==> config.mk <==
export PLATFORM = sky130hd
export DESIGN_NAME = adc_sch_arbiter
export DESIGN_NICKNAME = d
export VERILOG_FILES = /design/src/rtl/adc_sch_arbiter.sv
export SDC_FILE = /design/constraint.sdc
export NUM_CORES = 1
export LEC_CHECK = 0
export CAP_MARGIN = 20
export CELL_PAD_IN_SITES_DETAIL_PLACEMENT = 1
export CELL_PAD_IN_SITES_GLOBAL_PLACEMENT = 2
export CORE_AREA = 2 2 60 118
export CTS_CLUSTER_DIAMETER = 100
export CTS_CLUSTER_SIZE = 14
export DETAILED_ROUTE_END_ITERATION = 6
export DIE_AREA = 0 0 62 120
export PLACE_DENSITY_LB_ADDON = 0.1
export SLEW_MARGIN = 10
export SYNTH_ARGS = -nofsm -noshare
export SYNTH_HDL_FRONTEND = slang
export SYNTH_SLANG_ARGS = --single-unit
==> constraint.sdc <==
create_clock -name clk_adc_sch_12m -period 2.33 [get_ports clk_adc_sch_12m]
set_clock_uncertainty 0.15 [all_clocks]
set_input_delay 0.466 -clock clk_adc_sch_12m [delete_from_list [all_inputs] [get_ports clk_adc_sch_12m]]
set_output_delay 0.466 -clock clk_adc_sch_12m [all_outputs]
set_load 0.01 [all_outputs]
==> src/rtl/adc_sch_arbiter.sv <==
// Round-robin ADC conversion scheduler: arbitrate, settle the mux, start, collect result, ack.
// Define ADC_SCH_TIMEOUT_EN to abort conversions that see no adc_done within TMO_CYC cycles.
module adc_sch_arbiter #(
    parameter int NUM_REQ = 3,
    parameter int CHW     = 4,
    parameter int DW      = 10,
    parameter int TMO_CYC = 255
) (
    input  logic                   clk_adc_sch_12m,
    input  logic                   adc_reset_n,
    input  logic [NUM_REQ-1:0]     req,
    input  logic [NUM_REQ*CHW-1:0] req_chan,
    input  logic [7:0]             settle_cycles,
    output logic [CHW-1:0]         adc_chan_sel,
    output logic                   adc_start,
    input  logic                   adc_done,
    input  logic [DW-1:0]          adc_data,
    output logic [NUM_REQ-1:0]     ack,
    output logic [DW-1:0]          result_data,
    output logic                   result_err,
    output logic                   busy,
    output logic                   ungate_req
);

    localparam int IW = $clog2(NUM_REQ);

    if (NUM_REQ < 2 || NUM_REQ > 8 || TMO_CYC < 1) begin : g_param_chk
        $error("adc_sch_arbiter: parameter out of range");
    end

    typedef enum logic [2:0] {IDLE, SETTLE, START, CONV, RESP} state_t;

    state_t          state, state_nxt;
    logic [IW-1:0]   ptr, grant, arb_idx;
    logic            arb_vld;
    logic [7:0]      settle_cnt;
    logic            conv_tmo;

    // First pending requester at or after ptr; the descending scan lets the lowest offset win.
    always_comb begin : p_arb
        int            pos;
        logic [IW-1:0] pos_i;
        arb_vld = 1'b0;
        arb_idx = '0;
        pos     = 0;
        pos_i   = '0;
        for (int k = NUM_REQ - 1; k >= 0; k--) begin
            pos = int'(ptr) + k;
            if (pos >= NUM_REQ) pos = pos - NUM_REQ;
            pos_i = IW'(pos);
            if (req[pos_i]) begin
                arb_vld = 1'b1;
                arb_idx = pos_i;
            end
        end
    end

    always_ff @(posedge clk_adc_sch_12m or negedge adc_reset_n) begin
        if (!adc_reset_n) state <= IDLE;
        else              state <= state_nxt;
    end

    always_comb begin
        state_nxt = state;
        case (state)
            IDLE:    if (arb_vld) state_nxt = (settle_cycles != 8'd0) ? SETTLE : START;
            SETTLE:  if (settle_cnt <= 8'd1) state_nxt = START;
            START:   state_nxt = CONV;
            CONV:    if (adc_done || conv_tmo) state_nxt = RESP;
            RESP:    state_nxt = IDLE;
            default: state_nxt = IDLE;
        endcase
    end

    always_comb begin
        busy       = (state != IDLE);
        adc_start  = (state == START);
        ack        = '0;
        if (state == RESP) ack[grant] = 1'b1;
        ungate_req = busy | (|req);
    end

    always_ff @(posedge clk_adc_sch_12m or negedge adc_reset_n) begin
        if (!adc_reset_n) begin
            ptr          <= '0;
            grant        <= '0;
            adc_chan_sel <= '0;
            settle_cnt   <= '0;
            result_data  <= '0;
        end else begin
            case (state)
                IDLE: if (arb_vld) begin
                    grant        <= arb_idx;
                    adc_chan_sel <= req_chan[arb_idx*CHW +: CHW];
                    settle_cnt   <= settle_cycles;
                end
                SETTLE: settle_cnt <= settle_cnt - 8'd1;
                CONV: begin
                    if (adc_done)      result_data <= adc_data;
                    else if (conv_tmo) result_data <= '0;
                end
                RESP: ptr <= (grant == IW'(NUM_REQ - 1)) ? '0 : grant + 1'b1;
                default: ;
            endcase
        end
    end

`ifdef ADC_SCH_TIMEOUT_EN
    localparam int TW = $clog2(TMO_CYC + 1);

    logic [TW-1:0] tmo_cnt;

    // Counter is zeroed while in START so it reads 0 on the first CONV cycle.
    assign conv_tmo = (state == CONV) && (tmo_cnt == TW'(TMO_CYC - 1));

    always_ff @(posedge clk_adc_sch_12m or negedge adc_reset_n) begin
        if (!adc_reset_n) begin
            tmo_cnt    <= '0;
            result_err <= 1'b0;
        end else begin
            if (state == START)     tmo_cnt <= '0;
            else if (state == CONV) tmo_cnt <= tmo_cnt + 1'b1;
            if (state == CONV) begin
                if (adc_done)      result_err <= 1'b0;
                else if (conv_tmo) result_err <= 1'b1;
            end
        end
    end
`else
    assign conv_tmo   = 1'b0;
    assign result_err = 1'b0;
`endif

endmodule

# Word level (Yosys, flattened, before mapping)
# Cells that the tools add are included.
dict set report word_totals {
  reg_bits 29
  output_inout_bits 21
  word_cells 68
}
dict set report classes {
  n_addsub 7
  n_lt_le_gt_ge 9
  n_eq_ne 8
  shift 1
  n_mux 26
  bitwise 1
  reduce_logical 10
}
# cell count
set ops {}
lappend ops {{$mux W2} 8}
lappend ops {{$pmux W8 S2} 1}
lappend ops {{$lt A2 B3 Y1 const B} 4}
lappend ops {{$mux W3} 4}
lappend ops {{$pmux W3 S4} 1}
lappend ops {{$shiftx A12 B5 Y4} 1}
lappend ops {{$le A8 B1 Y1 const B} 1}
lappend ops {{$mux W8} 1}
lappend ops {{$reduce_bool A8 Y1} 1}
lappend ops {{$sub A8 B1 Y8 const B} 1}
lappend ops {{$mux W1} 7}
lappend ops {{$bmux W1 S2} 3}
lappend ops {{$eq A3 B2 Y1 const B} 2}
lappend ops {{$ge A3 B2 Y1 const B} 2}
lappend ops {{$ne A2 B2 Y1 const B} 3}
lappend ops {{$reduce_and A2 Y1} 3}
lappend ops {{$sub A2 B2 Y2 const B} 3}
lappend ops {{$add A2 B1 Y3 const B} 1}
lappend ops {{$add A2 B2 Y3 const B} 1}
lappend ops {{$eq A3 B1 Y1 const B} 1}
lappend ops {{$eq A3 B3 Y1 const B} 1}
lappend ops {{$logic_not A3 Y1} 1}
lappend ops {{$reduce_and A3 Y1} 1}
lappend ops {{$reduce_bool A3 Y1} 1}
lappend ops {{other kinds (9)} 9}

# Longest topological paths before layout
# Gate-level depths: netlist of the first run.
dict set report logic_depth {
  word_depth 10
  mapped_depth 9
}

# Least setup slack after synthesis of the first run
# No wires, ideal clock.
dict set report synth_timing {
  path_type {reg2reg}
  startpoint {reg ptr[1]}
  endpoint {reg settle_cnt[5]}
  arrival_ps 1884
  path_slack_ps 172
  path_stages_with_launch 10
  path_buffers 2
  period_less_slack_ps 2158
  cell_sequence {dfrtp_1 -> inv_1 -> ha_1 -> buf_6 -> mux2i_1 -> o22ai_2 -> o41a_1 -> buf_6 -> a21oi_2 -> nand2_1}
}
dict set report synth_via {
  elab_chain_len 10
}
# element line
set synth_lines {}
lappend synth_lines {{from (decl)} 34} ;# logic [IW-1:0] ptr, grant, arb_idx;
lappend synth_lines {{from (signal assigned)} 102} ;# RESP: ptr <= (grant == IW'(NUM_REQ - 1)) ? '0 : grant + 1'b1;
lappend synth_lines {{$add A2 B2 Y3} 48} ;# pos = int'(ptr) + k;
lappend synth_lines {{$ge A3 B2 Y1 or $sub A2 B2 Y2 (tied branches)} 49} ;# if (pos >= NUM_REQ) pos = pos - NUM_REQ;
lappend synth_lines {{$mux W2} 49}
lappend synth_lines {{$bmux W1 S2} 51} ;# if (req[pos_i]) begin
lappend synth_lines {{$mux W1 (not written as such)} 51}
lappend synth_lines {{$mux W1 (2 in series)} 51}
lappend synth_lines {{$mux W1 *} 51}
lappend synth_lines {{$ne A2 B2 Y1 (no source line) *} n/a}
lappend synth_lines {{$reduce_and A2 Y1 (no source line) *} n/a}
lappend synth_lines {{to (signal assigned)} 95} ;# settle_cnt <= settle_cycles;
lappend synth_lines {{to (signal assigned)} 97} ;# SETTLE: settle_cnt <= settle_cnt - 8'd1;
lappend synth_lines {{to (decl)} 36} ;# logic [7:0] settle_cnt;
# Every way passes the cells marked *; elsewhere a longest branch is shown, timed or not. The select of a mux whose other input is x is not followed.
# A chain may end at the register's enable or synchronous reset.

# Worst setup path after layout of the first run
dict set report layout_timing {
  startpoint {reg ptr[0]}
  endpoint {reg state[1]}
}
dict set report layout_via {
  elab_chain_len 10
}
# element line
set layout_lines {}
lappend layout_lines {{$add A2 B2 Y3} 48}
lappend layout_lines {{$ge A3 B2 Y1 or $sub A2 B2 Y2 (tied branches)} 49}
lappend layout_lines {{$mux W2} 49}
lappend layout_lines {{$bmux W1 S2} 51}
lappend layout_lines {{$mux W1 (not written as such)} 51}
lappend layout_lines {{$mux W1 (2 in series)} 51}
lappend layout_lines {{$mux W1 *} 51}
lappend layout_lines {{$ne A2 B2 Y1 (no source line) *} n/a}
lappend layout_lines {{$reduce_and A3 Y1 (no source line) *} n/a}
lappend layout_lines {{to (signal assigned)} 60} ;# else state <= state_nxt;
lappend layout_lines {{to (decl)} 33} ;# state_t state, state_nxt;
# Marks and branches as above.

==> metrics, run 1 <==
Fmax roughly 450 MHz; layout cells sized above 1 about a fifth; P_leak 0.00118 µW; io pins between 50 and 60; H-tree Lvls 2; critical path fanouts, max 3; Sw Ratio 36.7%; nets@finish about 300; share of the synthesized area in the top cell type a little over two fifths; Final Cell Area between 2000 and 3000 µm²; PortBufs between 50 and 60; GRT Overall Usage between 10% and 20%; vias per inst about 4.7; Num CTS Buffers 5; Tcrit/Tclk final a little over nine tenths; worst vdd ir ~600 µV; most used cell, CP buf_4; CP Class register to register; worst slew pin tran 0.508 ns; Clk Latency, worst-skew pair 0.28 ns; hold_sp result_data[5]$_DFFE_PN0P_; core area roughly 6600 µm²; chip width about 62 µm; unrepaired setup endpoints after global routing no; CTS tree yes; crit path cell chain buf_4 > ha_4 > mux2i_2 > o22ai_2 > buf_4 > or4_1 > nor2_1 > o22ai_1; number of synthesized register bits 29; min-delay worst type register to register; row count 42; ANT nets after route 0; DR pass1 iterations 3; CTS clk-pin slew, worst paths 0.05 ns; status completed; endpoints failing hold 0; WP data required around 2.3 ns; NetSw roughly 1400 µW; Reg2Reg Setup Slack 0.11 ns; Clk pwr share around a fifth; initial core utilization approximately a quarter; vias in the first global route between 1500 and 2000; Root Buffer clkbuf_16; antenna violations before repair 0; Final setup violation count 0; pwr/cell area approximately 1400 nW/µm²; internal power 2390 µW; Wirelength per Cell ~15 µm; Slew Limit Fails 0; CTS Buffer Depth 2; Crit Reg-Reg Endpoint state[1]$_DFFE_PN0P_; clk sinks 29; Slew headroom approximately two thirds; Area contributors post-synth dfrtp_1 43%, mux2_1 6.0%, nand2_1 5.3%; post-synthesis cell type count between 40 and 50; ant diodes 0; largest net degree at the start of global routing 30; Gate power share 54.9%; first-pass GRT wire length a little under 9000 µm; endpoint class of the critical path register; GRT overflow 0; synthesized area approximately 1700 µm²; non-filler instance count after layout approximately 340; syn_area_per_cell between 9 and 10 µm²; Worst Setup Start Kind register; largest area contributor in the netlist dfrtp_1; Hold EP result_data[5]$_DFFE_PN0P_; Via Count 1601; Min Clock Period, post-route around 2.2 ns; DP Wirelength roughly 4300 µm; Flop pwr share about a quarter; Die Y-Extent roughly 120 µm; hold depth 1; Seq/Total Area, Yosys between 40% and 50%; CP arrival roughly 2.2 ns; GPL Wtd Cong around 0.70; Reg-to-Reg Start ptr[0]$_DFFE_PN0P_; maxcap violations 0; Critical Path Slowest Stage Cell or4_1; YS warnings 0; Placed Cells around 340; Post-Route WL around 5300 µm; DP Area 2500 µm²; Synth-to-Final Area Change 60.5%; die area between 7000 and 8000 µm²; Reg2Reg Depth 8; Iter 0 DRT Violations 26; Max stage delay on crit path just under 0.5 ns; DRC Markers 0; Cells after Synth roughly 170; Syn Nets ~220
==> worst max-delay path by stage <==
stage,cells after the start,from,slack (ns),endpoint
global placement,3,req[0],-0.23,ungate_req
detailed placement,3,req[0],-0.23,ungate_req
CTS,10,ptr[1]$_DFFE_PN0P_,0.005,settle_cnt[4]$_DFFE_PN0P_
floorplan,9,ptr[1]$_DFFE_PN0P_,0.17,settle_cnt[5]$_DFFE_PN0P_
global route,8,ptr[0]$_DFFE_PN0P_,0.009,state[1]$_DFFE_PN0P_
finish,8,ptr[0]$_DFFE_PN0P_,0.11,state[1]$_DFFE_PN0P_
==> stage by stage <==
stage	total power, µW	setup TNS [ns]	setup slack [ns]	hold WS [ns]	util, %
2_1_floorplan	2050	0	0.172	0.0204	-
3_3_place_gp	2870	-1.28	-0.232	0.324	38.1
3_5_place_dp	2960	-2.02	-0.234	0.339	38.1
4_1_cts	3750	0	0.00461	0.350	40.8
5_1_grt	4060	0	0.00875	0.368	41.6
6_report	3770	0	0.112	0.343	41.6
==> sequential cells by signal, summed over array words and instances (netlist names) <==
signal and count:
adc_chan_sel 4, grant 2, ptr 2, result_data 10, settle_cnt 8, state 3
==> power groups by stage <==
stage          Combinational [µW]  Clock, µW  Sequential (µW)
2_1_floorplan                1090          0              957
3_3_place_gp                 1950          0              912
3_5_place_dp                 2030          0              933
4_1_cts                      2040        784              933
5_1_grt                      2280        798              975
6_report                     2070        765              934
==> cell usage in the layout (no fill, tap or decap), drive strengths merged, types with 2 or more instances in the layout <==
cell,netlist,routed
o211ai,10,10
a21oi,7,7
nand2,24,24
nor4,2,2
mux2i,6,6
inv,7,7
dfrtp,29,29
o22ai,4,4
buf,6,27
nor2b,3,3
dlymetal6s2s,0,2
nor3b,3,3
nor2,8,8
clkdlybuf4s50,0,49
clkbuf,2,7
and2,2,2
or4,2,2
a21o,3,3
dlygate4sd2,0,3
nor3,4,4
mux2,10,10
nand3,11,11
o21ai,6,6
ha,5,5
nand2b,5,5
==> per-layer routing <==
metal  share of wire [%]  vias to the layer above  GRT usage (%)
met2                  62                       19           29.6
met4                 1.8                        0           5.98
met1                  34                      784           16.0
met5                   0                        -              0
li1                    -                      793              -
met3                 2.2                        5           2.91
==> critical path, delay by kind of cell, from the launching register on <==
kind,cells,cell delay (ns)
DFF,1,0.39
and+or+nand+nor,2,0.65
AOI/OAI and AO/OA,2,0.23
muxes,1,0.20
buffers and inverters,2,0.31
adders and majority gates,1,0.17
==> cell usage after synthesis, drive strengths merged <==
library cell and count:
mux2i 6, nand2 24, and2 2, o31a 1, o41ai 1, o21ai 6, nor2b 3, or4 2
a31oi 1, ha 5, nand2b 5, inv 7, nand3 11, o22ai 4, a21oi 7, o221ai 1
a2bb2oi 1, nor4 2, conb 1, a22oi 1, o211ai 10, a21boi 1, nor3 4, dfrtp 29
or3 1, and3b 1, buf 6, o311ai 1, a21o 3, nor3b 3, o21ba 1, clkbuf 2
o41a 1, nor2 8, o31ai 1, mux2 10, a2111o 1
==> kinds of logic after synthesis <==
| family | count (synthesis) | share of synthesized area, % |
|---|---|---|
| AOI/OAI and AO/OA | 42 | 19.6 |
| adders and majority gates | 5 | 3.68 |
| buffers and inverters | 15 | 4.78 |
| DFF | 29 | 42.6 |
| muxes | 16 | 10.1 |
| other | 1 | 0.220 |
| and+or+nand+nor | 66 | 19.0 |
==> area by class of cell <==
cell class	instances	area, µm²
clock buffer	6	139
fill	752	3840
sequential	29	727
timing repair buffer	82	749
multi-input combinational	130	942
tap	88	110
clock inverter	2	37.5
inverter	7	26.3
==> repair_timing <==
item | in CTS | in global routing
buffers inserted | 0 | 1
resized for setup | 6 | 14
hold buffers | 0 | 0
pin swaps | 0 | 2
endpoints found under the setup margin | 4 | 16
Note: power is estimated with default switching activity, not from simulation.
==> run 2, diff against run 1 <==
ABC_AREA = 1   (was unset)
CORE_AREA = 2 2 63 125   (was 2 2 60 118)
DIE_AREA = 0 0 65 127   (was 0 0 62 120)
SKIP_CTS_REPAIR_TIMING = 1   (was unset)
==> metrics, run 2 <==
status completed; CTS tree yes; antenna violations before repair 0 (unchanged); share of the synthesized area in the top cell type 40.5% (-2.2 points); largest area contributor in the netlist dfrtp_1; most flop-heavy register result_data; vias in the first global route 2127 (+15%); maxcap violations 0 (unchanged); row count 44 (+4.8%); post-synthesis cell type count 32 (-30%); largest net degree at the start of global routing 30 (unchanged); CTS clk-pin slew, worst paths 0.05 ns (about the same); top flop regs result_data: 10 flops, settle_cnt: 8 flops, adc_chan_sel: 4 flops; register area 726 µm² (-0.17%); Wirelength per Cell 14.3 µm (-7.2%); Final setup violation count 0 (unchanged); Hold EP result_data[4]$_DFFE_PN0P_; synthesized area 1790 µm² (+5.4%); first-pass GRT wire length 10000 µm (+15%); non-filler instance count after layout 405 (+18%); ANT nets after route 0 (unchanged); multi-input logic area 885 µm² (-6.1%); Clk Latency, worst-skew pair 0.28 ns (about the same); hold depth 2 (+1); Post-synth EDFFs 0 (unchanged); Post-Route WL 5800 µm (+9.3%); top-count cell post-synth nand2_1; Min Clock Period, post-route 2.27 ns (+0.0524 ns); DRC Markers 0 (unchanged); most common cell after layout, fill and taps aside nand2_1; Iter 0 DRT Violations 25 (-3.8%); Seq/Total Area, Yosys 40.5% (-2.2 points); Cells after Synth 243 (+40%); Reg2Reg Depth 12 (+4); H-tree Lvls 2 (unchanged); worst vdd ir 285 µV (-53%); post-synthesis adder-cell area fraction 3.49% (-0.19 points); Reg2Reg Setup Slack 0.24 ns (+0.13 ns); post-synthesis mux area share 0% (-10 points); CTS Buffer Depth 2 (unchanged); compound-gate portion of the synthesized area 14.1% (-5.5 points); commonest non-fill, non-tap cells in the layout 69 x nand2_1, 50 x clkdlybuf4s50_1, 38 x inv_1, 29 x dfrtp_1, 20 x nand3_1; clk sinks 29 (unchanged); Synth-to-Final Area Change 49.6%; Tcrit/Tclk final 97.4% (+2.2 points); Async SR Flop Fraction 100% (unchanged); Area contributors post-synth dfrtp_1 40%, nand2_1 15%, inv_1 8.0%; P_leak 0.00137 µW (+16%); endpoints failing hold 0 (unchanged); WP data required 1.71 ns (-0.62 ns); CP arrival 1.65 ns (-0.57 ns); nets@finish 353 (+19%); Slew Limit Fails 0 (unchanged); simple-gate share of the synthesized area 30.1% (+11 points); GRT Overall Usage 16.2% (+0.35 points); initial core utilization 24.9% (-1.0 points); Num CTS Buffers 5 (unchanged); critical path fanouts, max 4 (+1); die area 8260 µm² (+11%); post-synthesis xor/xnor area fraction 0.488% (+0.49 points); DP Wirelength 4790 µm (+11%); Via Count 1811 (+13%); endpoint class of the critical path output pin; pwr/cell area 465 nW/µm² (-66%); chip width 65 µm (+4.8%); Pwr Total 1250 µW (-67%); Root Buffer clkbuf_16; ant diodes 0 (unchanged); Worst Setup Start Kind register; Placed Cells 397 (+19%); core area 7210 µm² (+9.8%); Synth Flop Type dfrtp_1; DR pass1 iterations 4 (+1); Fmax 441 MHz (-2.3%); most frequent cells after synthesis 70 x nand2_1, 38 x inv_1, 29 x dfrtp_1; largest family of logic cells by synthesized area simple AND/OR/NAND/NOR gates; layout cells sized above 1 16.3% (-4.4 points); # fillers 901 (+20%); GRT overflow 0 (unchanged); io pins 57 (unchanged); syn_area_per_cell 7.38 µm² (-25%); vias per inst 4.47 (-3.9%); min-delay worst type register to register; Syn Nets 284 (+32%); Die Y-Extent 127 µm (+5.8%); PortBufs 55 (unchanged); YS warnings 0 (unchanged); CP Class register to output pin; max FFs per register 10 (unchanged); hold_sp result_data[4]$_DFFE_PN0P_; unrepaired setup endpoints after global routing no; GPL Wtd Cong 0.763 (+9.3%); number of synthesized register bits 29 (unchanged); Reg-to-Reg Start ptr[1]$_DFFE_PN0P_; Crit Reg-Reg Endpoint settle_cnt[3]$_DFFE_PN0P_
## run 2: how the worst max path moves through the flow
stage	start	end	slack, ns
floorplan	ptr[1]$_DFFE_PN0P_	settle_cnt[1]$_DFFE_PN0P_	0.52
global placement	req[0]	settle_cnt[3]$_DFFE_PN0P_	-0.03
detailed placement	req[2]	adc_chan_sel[3]$_DFFE_PN0P_	-0.02
CTS	state[1]$_DFFE_PN0P_	ack[1]	-0.24
global route	ptr[0]$_DFFE_PN0P_	adc_chan_sel[1]$_DFFE_PN0P_	0.03
finish	state[2]$_DFFE_PN0P_	adc_start	0.06
## run 2: through the flow
| step | setup TNS (ns) | instance area (µm²) | hold WS, ns | util [%] | setup WS, ns |
|---|---|---|---|---|---|
| floorplan | 0 | 1790 | 0.0204 | - | 0.517 |
| global placement | -0.0453 | 2510 | 0.313 | 34.9 | -0.0312 |
| detailed placement | -0.0848 | 2510 | 0.322 | 34.9 | -0.0205 |
| CTS | -0.574 | 2650 | 0.336 | 36.8 | -0.243 |
| global route | 0 | 2680 | 0.371 | 37.2 | 0.0297 |
| finish | 0 | 2680 | 0.329 | 37.2 | 0.0599 |
## run 2: cell type report
cell class                 count  share of cell area, %
multi-input combinational    166                   33.0
sequential                    29                   27.1
timing repair buffer          68                   24.6
inverter                      42                   5.88
clock buffer                   6                   4.80
tap                           92                   4.29
clock inverter                 2                  0.373
## run 2: layer usage
metal,share of wire (%),GRT usage (%),up-vias
li1,-,-,906
met1,31,14.0,855
met2,62,32.9,40
met3,3.7,3.52,10
met4,2.7,7.76,0
met5,0,0,-
## run 2: critical path, cell delays in order (launching register included)
cell and delay [ns]:
dfrtp_1 0.39, buf_4 0.16, nor3_2 0.25, clkdlybuf4s50_1 0.58
## run 2: power by group
group / total (µW) / switching, µW / internal, µW
logic: 119 / 50.8 / 68.5
registers: 504 / 0 / 504
clock network: 623 / 232 / 391
## run 2: cell families after synthesis
| family | Yosys count |
|---|---|
| AND/OR/NAND/NOR | 125 |
| XOR/XNOR | 1 |
| adder cells (fa/ha/maj) | 5 |
| other | 1 |
| flip-flops | 29 |
| AO/OA/AOI/OAI | 34 |
| buffers and inverters | 48 |
==> run 3, diff against run 2 <==
ABC_CLOCK_PERIOD_IN_PS = 2330   (was unset)
==> results of run 3 <==
Same layout as run 2: the final DEF is identical, and so are final timing and power.
